===== src/rtl/apb_slave_regfile.sv =====
// APB slave register file: read-only ID at index 0, wait states, decode slave error,
// sticky protocol-violation flag. Define APB_PSTRB_EN to add the p_strb byte-strobe port.
module apb_slave_regfile #(
  parameter int unsigned        A_WIDTH     = 8,
  parameter int unsigned        D_WIDTH     = 32,
  parameter int unsigned        NUM_REGS    = 16,
  parameter int unsigned        WAIT_CYCLES = 0,
  parameter logic [D_WIDTH-1:0] RESET_VAL   = 'h12,
  parameter logic [D_WIDTH-1:0] ID_VAL      = 'hA5B1
) (
  input  logic                 p_clk,
  input  logic                 p_rst,
  input  logic                 p_sel,
  input  logic                 p_enable,
  input  logic                 p_write,
  input  logic [A_WIDTH-1:0]   p_addr,
  input  logic [D_WIDTH-1:0]   wr_data,
`ifdef APB_PSTRB_EN
  input  logic [D_WIDTH/8-1:0] p_strb,
`endif
  output logic [D_WIDTH-1:0]   rd_data,
  output logic                 p_ready,
  output logic                 p_slverr,
  output logic                 prot_err
);

  localparam int unsigned CW = (WAIT_CYCLES > 0) ? $clog2(WAIT_CYCLES + 1) : 1;
  localparam int unsigned NB = D_WIDTH / 8;

  typedef enum logic [1:0] {
    IDLE    = 2'd0,
    SETUP   = 2'd1,
    W_PHASE = 2'd2,
    R_PHASE = 2'd3
  } state_t;

  state_t               state;
  logic [CW-1:0]        wait_cnt;
  logic [A_WIDTH-1:0]   lat_addr;
  logic                 lat_write;
  logic [D_WIDTH-1:0]   lat_wdata;
  logic [NB-1:0]        wr_mask;
  logic [D_WIDTH-1:0]   regs [1:NUM_REGS-1];
  logic [31:0]          idx;
  logic                 in_range;
  logic                 slverr;
  logic                 setup_req;
  logic                 do_latch;
  logic                 violation;
  logic [D_WIDTH-1:0]   rd_val;

`ifdef APB_PSTRB_EN
  logic [NB-1:0]        lat_strb;
  assign wr_mask = lat_strb;
`else
  assign wr_mask = '1;
`endif

  assign idx       = 32'(lat_addr);
  assign in_range  = idx < NUM_REGS;
  assign slverr    = !in_range || (lat_write && (idx == 0));
  assign p_ready   = ((state == W_PHASE) || (state == R_PHASE)) && (wait_cnt == CW'(WAIT_CYCLES));
  assign p_slverr  = p_ready && slverr;
  assign setup_req = p_sel && !p_enable;
  // A new setup is accepted from IDLE or on the completing edge (back-to-back).
  assign do_latch  = setup_req && ((state == IDLE) || p_ready);
  assign violation = (p_addr != lat_addr) || (p_write != lat_write) || !p_sel || !p_enable;

  always_comb begin
    rd_val = RESET_VAL;
    if (idx == 0) rd_val = ID_VAL;
    for (int unsigned i = 1; i < NUM_REGS; i++) begin
      if (idx == i) rd_val = regs[i];
    end
  end

  always_ff @(posedge p_clk) begin
    if (p_rst) begin
      lat_addr  <= '0;
      lat_write <= 1'b0;
      lat_wdata <= '0;
`ifdef APB_PSTRB_EN
      lat_strb  <= '0;
`endif
    end else if (do_latch) begin
      lat_addr  <= p_addr;
      lat_write <= p_write;
      lat_wdata <= wr_data;
`ifdef APB_PSTRB_EN
      lat_strb  <= p_strb;
`endif
    end
  end

  always_ff @(posedge p_clk) begin
    if (p_rst) begin
      state    <= IDLE;
      wait_cnt <= '0;
      rd_data  <= RESET_VAL;
      prot_err <= 1'b0;
      for (int unsigned i = 1; i < NUM_REGS; i++) regs[i] <= RESET_VAL;
    end else begin
      case (state)
        IDLE: begin
          if (setup_req) state <= SETUP;
          else if (p_sel) prot_err <= 1'b1;
        end
        SETUP: begin
          if (!p_sel) begin
            state <= IDLE;
          end else if (p_enable) begin
            state    <= lat_write ? W_PHASE : R_PHASE;
            wait_cnt <= '0;
            if (!lat_write) rd_data <= rd_val;
          end
        end
        W_PHASE, R_PHASE: begin
          if (!p_ready) begin
            wait_cnt <= wait_cnt + 1'b1;
            if (violation) prot_err <= 1'b1;
          end else begin
            if ((state == W_PHASE) && !slverr) begin
              for (int unsigned i = 1; i < NUM_REGS; i++) begin
                if (idx == i) begin
                  for (int unsigned b = 0; b < NB; b++) begin
                    if (wr_mask[b]) regs[i][8*b +: 8] <= lat_wdata[8*b +: 8];
                  end
                end
              end
            end
            state <= setup_req ? SETUP : IDLE;
          end
        end
        default: state <= IDLE;
      endcase
    end
  end

endmodule

===== config.mk =====
export PLATFORM = sky130hd
export DESIGN_NAME = apb_slave_regfile
export DESIGN_NICKNAME = d
export VERILOG_FILES = /design/src/rtl/apb_slave_regfile.sv
export SDC_FILE = /design/constraint.sdc
export NUM_CORES = 1
export LEC_CHECK = 0
export ABC_AREA = 1
export ABC_CLOCK_PERIOD_IN_PS = 9300
export CAP_MARGIN = 25
export CORE_UTILIZATION = 41
export DETAILED_ROUTE_END_ITERATION = 8
export GPL_TIMING_DRIVEN = 0
export PLACE_DENSITY = 0.67
export SETUP_SLACK_MARGIN = 0.4
export SYNTH_ARGS = -nofsm -noshare
export SYNTH_HDL_FRONTEND = slang
export SYNTH_SLANG_ARGS = --single-unit

===== constraint.sdc =====
create_clock -name p_clk -period 9.3 [get_ports p_clk]
set_input_delay 0.93 -clock p_clk [delete_from_list [all_inputs] [get_ports p_clk]]
set_output_delay 0.93 -clock p_clk [all_outputs]
set_load 0.03 [all_outputs]

==> flow_metrics.py <==
metrics = {
    "critical_path": {
        "crit_top_cell": "nand2_1",
        "reg2regPathDepth": 12,
        "cp.required_ns": 8.37,
        "endpoint_kind": "primary output",
        "r2r_end": "regs[0][327]$_SDFFCE_PN0P_",
        "cp_slowest_cell": "clkdlybuf4s50_1",
        "crit_path_start": "lat_addr[0]$_SDFFE_PP0P_",
        "crit_path_max_fanout": 9,
        "crit_path_max_incr_delay_ns": 0.67,
        "r2r_start": "lat_addr[0]$_SDFFE_PP0P_",
        "cp-endpoint": "p_slverr",
        "r2r_setup_slack_ns": 5.74,
        "arrival_ns": 2.97,
        "cp-start-kind": "flip-flop",
        "path_class": "flip-flop to primary output",
        "worstPathCellList": "buf_2 > inv_2 > nand2_1 > nor2_1 > nand2_2 > o21ai_2 > nand2_1 > inv_1 > clkdlybuf4s50_1",
    },
    "finish": {
        "nets": 2642,
        "final_area_um2": 28000,
        "final_cell_mix": "nor2_1, edfxtp_1, nand2_1",
        "ff_latch_area_um2": 16000,
        "final_cells": 3404,
        "n_fill_cell": 5264,
        "area_growth_pct": 16.8,
        "multiInputGateArea_um2": 6690,
        "layout-drive-gt1-share": 0.0978,
        "final_common_cell": "nor2_1",
    },
    "die": {
        "die_area_um2": 59600,
        "core_um2": 57800,
        "rows": 88,
        "num_io_pins": 80,
        "fp.dieH_um": 244,
        "start_util": 0.415,
        "die_w_um": 244,
    },
    "yosys": {
        "ys_ff_latch": 557,
        "yosysWarnings": 0,
        "yosys.area_share.simple": 0.231,
        "synth_cell_types": 35,
        "synth_top_flop_cell": "edfxtp_1",
        "synthAdderAreaFrac": 0,
        "synth-edff-count": 480,
        "synth.top_cell.area_share": 0.600,
        "synth_top_family_by_area": "simple AND/OR/NAND/NOR gates",
        "synth_xor_area_frac": 0.00109,
        "synth_area_leaders": "edfxtp_1, nor2_1, nand2_1",
        "syn_inst": 2445,
        "synthMuxAreaShare": 0,
        "synth.avg_cell_area_um2": 9.82,
        "synth.yosys.seq_area_share": 0.664,
        "syn-cell-area_um2": 24000,
        "yosysTopAreaCell": "edfxtp_1",
        "ys_async_sr_fraction": 0,
        "synth-compound-area-share": 0.0401,
        "synth_nets": 2490,
    },
    "sta": {
        "clock_skew_ns": 0.0176,
        "worst-slew-pin-transition_ns": 0.938,
        "fin_crit_sh": 0.419,
        "slew_viol_final": 0,
        "min_period_ns": 3.90,
        "whs_ns": 0.463,
        "max_freq_mhz": 257,
        "finalSetupViolCount": 0,
        "rsz0062_at_grt": "false",
        "fin_tns_setup_ns": 0,
        "hold_viol": 0,
        "slew_headroom": 0.375,
    },
    "clock_network": {
        "cts_tree": "built",
        "insertion_delay_ns": 0.60,
        "cts_resized": 0,
        "cts_root_buffer": "clkbuf_16",
        "hold_buffers": 0,
        "numCtsBuffers": 55,
        "clkSinkCount": 557,
        "cts_setup_buffers": 0,
        "clk_path_buf_depth": 3,
        "htreeDepth": 2,
        "clk_pin_slew_ns": 0.06,
    },
    "placed_design": {
        "io_buffers": 79,
        "placed_cell_area_um2": 26300,
        "gp_congestion": 0.934,
        "dp.cells": 3304,
        "dp_hpwl_mm": 53.3,
    },
    "route": {
        "routed_wl_mm": 74.0,
        "routed-via-count": 18300,
        "drtPass1Iterations": 6,
        "ant_nets": 0,
        "route.detailed.drc": 0,
        "routedWlPerCell_um": 21.7,
        "drtIter0Drc": 2468,
        "vias_per_cell": 5.37,
    },
    "power": {
        "p_seq_frac": 0.523,
        "clockPowerShare": 0.401,
        "peakVddDrop_mv": 0.150,
        "powerDensity_nw_per_um2": 191,
        "p_leak_uw": 0.0101,
        "internal_power_uw": 4090,
        "power_uw": 5370,
        "combinationalPowerShare": 0.076,
        "sw_frac_of_total": 0.239,
        "switching_power_uw": 1280,
    },
    "global_routing": {
        "track_usage": 0.246,
        "first_global_vias": 17400,
        "grt_overflow_total": 0,
        "antenna_found_initial": 3,
        "grt_max_degree": 33,
        "grt_pass1_wl_mm": 108,
    },
    "run": {
        "drv_cap": 0,
    },
    "run_status": {
        "status": "finished clean",
    },
    "min_path": {
        "worstHoldPathType": "flip-flop to flip-flop",
    },
}
[how the worst min path moves through the flow]
stage                                  start                       end  slack, ns  depth (start not counted)
floorplan              wait_cnt$_SDFFE_PP0P_     wait_cnt$_SDFFE_PP0P_       0.45                          2
global placement    rd_data[16]$_SDFFE_PP0P_  rd_data[16]$_SDFFE_PP0P_       0.45                          2
detailed placement   rd_data[8]$_SDFFE_PP0P_   rd_data[8]$_SDFFE_PP0P_       0.46                          2
CTS                  rd_data[8]$_SDFFE_PP0P_   rd_data[8]$_SDFFE_PP0P_       0.46                          2
global route        rd_data[19]$_SDFFE_PP0P_  rd_data[19]$_SDFFE_PP0P_       0.49                          2
finish              rd_data[19]$_SDFFE_PP0P_  rd_data[19]$_SDFFE_PP0P_       0.46                          2
[power groups by stage]
stage	Sequential, uW	Clock, uW	Combinational (uW)
final	2810	2150	407
after global routing	2810	2260	426
after floorplan	2870	0	187
after global placement	2870	0	367
after CTS	2810	2150	399
after detailed placement	2860	0	397
[critical path: cells and delay by family (launching register included)]
family | cells | cell delay (ns)
buf+inv | 4 | 1.05
simple gates | 4 | 0.71
compound gates | 1 | 0.31
flops | 1 | 0.29
[through the flow]
stage | utilization | worst slack (ns)
3_3_place_gp | 0.446 | 2.65
6_report | 0.485 | 5.40
5_1_grt | 0.485 | 5.34
4_1_cts | 0.485 | 5.44
2_1_floorplan | - | 5.08
3_5_place_dp | 0.455 | 5.50
[flip-flops by register name, indices dropped and copies added (netlist names)]
signal / flops
lat_wdata: 32
lat_addr: 8
prot_err: 1
rd_data: 32
regs: 480
state: 2
lat_write: 1
wait_cnt: 1
[logic make-up (layout without fill, tap and decap cells)]
group | after synthesis | in the layout
AOI/OAI and AO/OA | 187 | 187
xor gates and xnor gates | 3 | 3
buffers and inverters | 376 | 569
DFF | 557 | 557
other | 0 | 1
and+or+nand+nor | 1322 | 1322
[layer usage]
metal	wire, um	GRT usage
met4	2990	0.0980
met3	8050	0.0457
met2	34600	0.395
met5	0	0
met1	28400	0.330
[cell type report]
type | instances | area share
clock inverter | 24 | 0.00709
timing repair buffer | 95 | 0.0427
tap | 765 | 0.0341
inverter | 227 | 0.0304
clock buffer | 74 | 0.0535
sequential | 557 | 0.569
multi-input combinational | 1512 | 0.239
antenna | 1 | 0.0000892
buffer | 149 | 0.0245
[Yosys cell counts, types with 28 or more instances]
master and count:
nand4_1 92, inv_2 28, nand3_1 64, o21ai_0 95
dfxtp_1 77, buf_2 59, inv_1 199, clkbuf_1 73
nor2_1 638, a21oi_1 80, edfxtp_1 480, nand2_1 462
(Power assumes the default switching activity.)
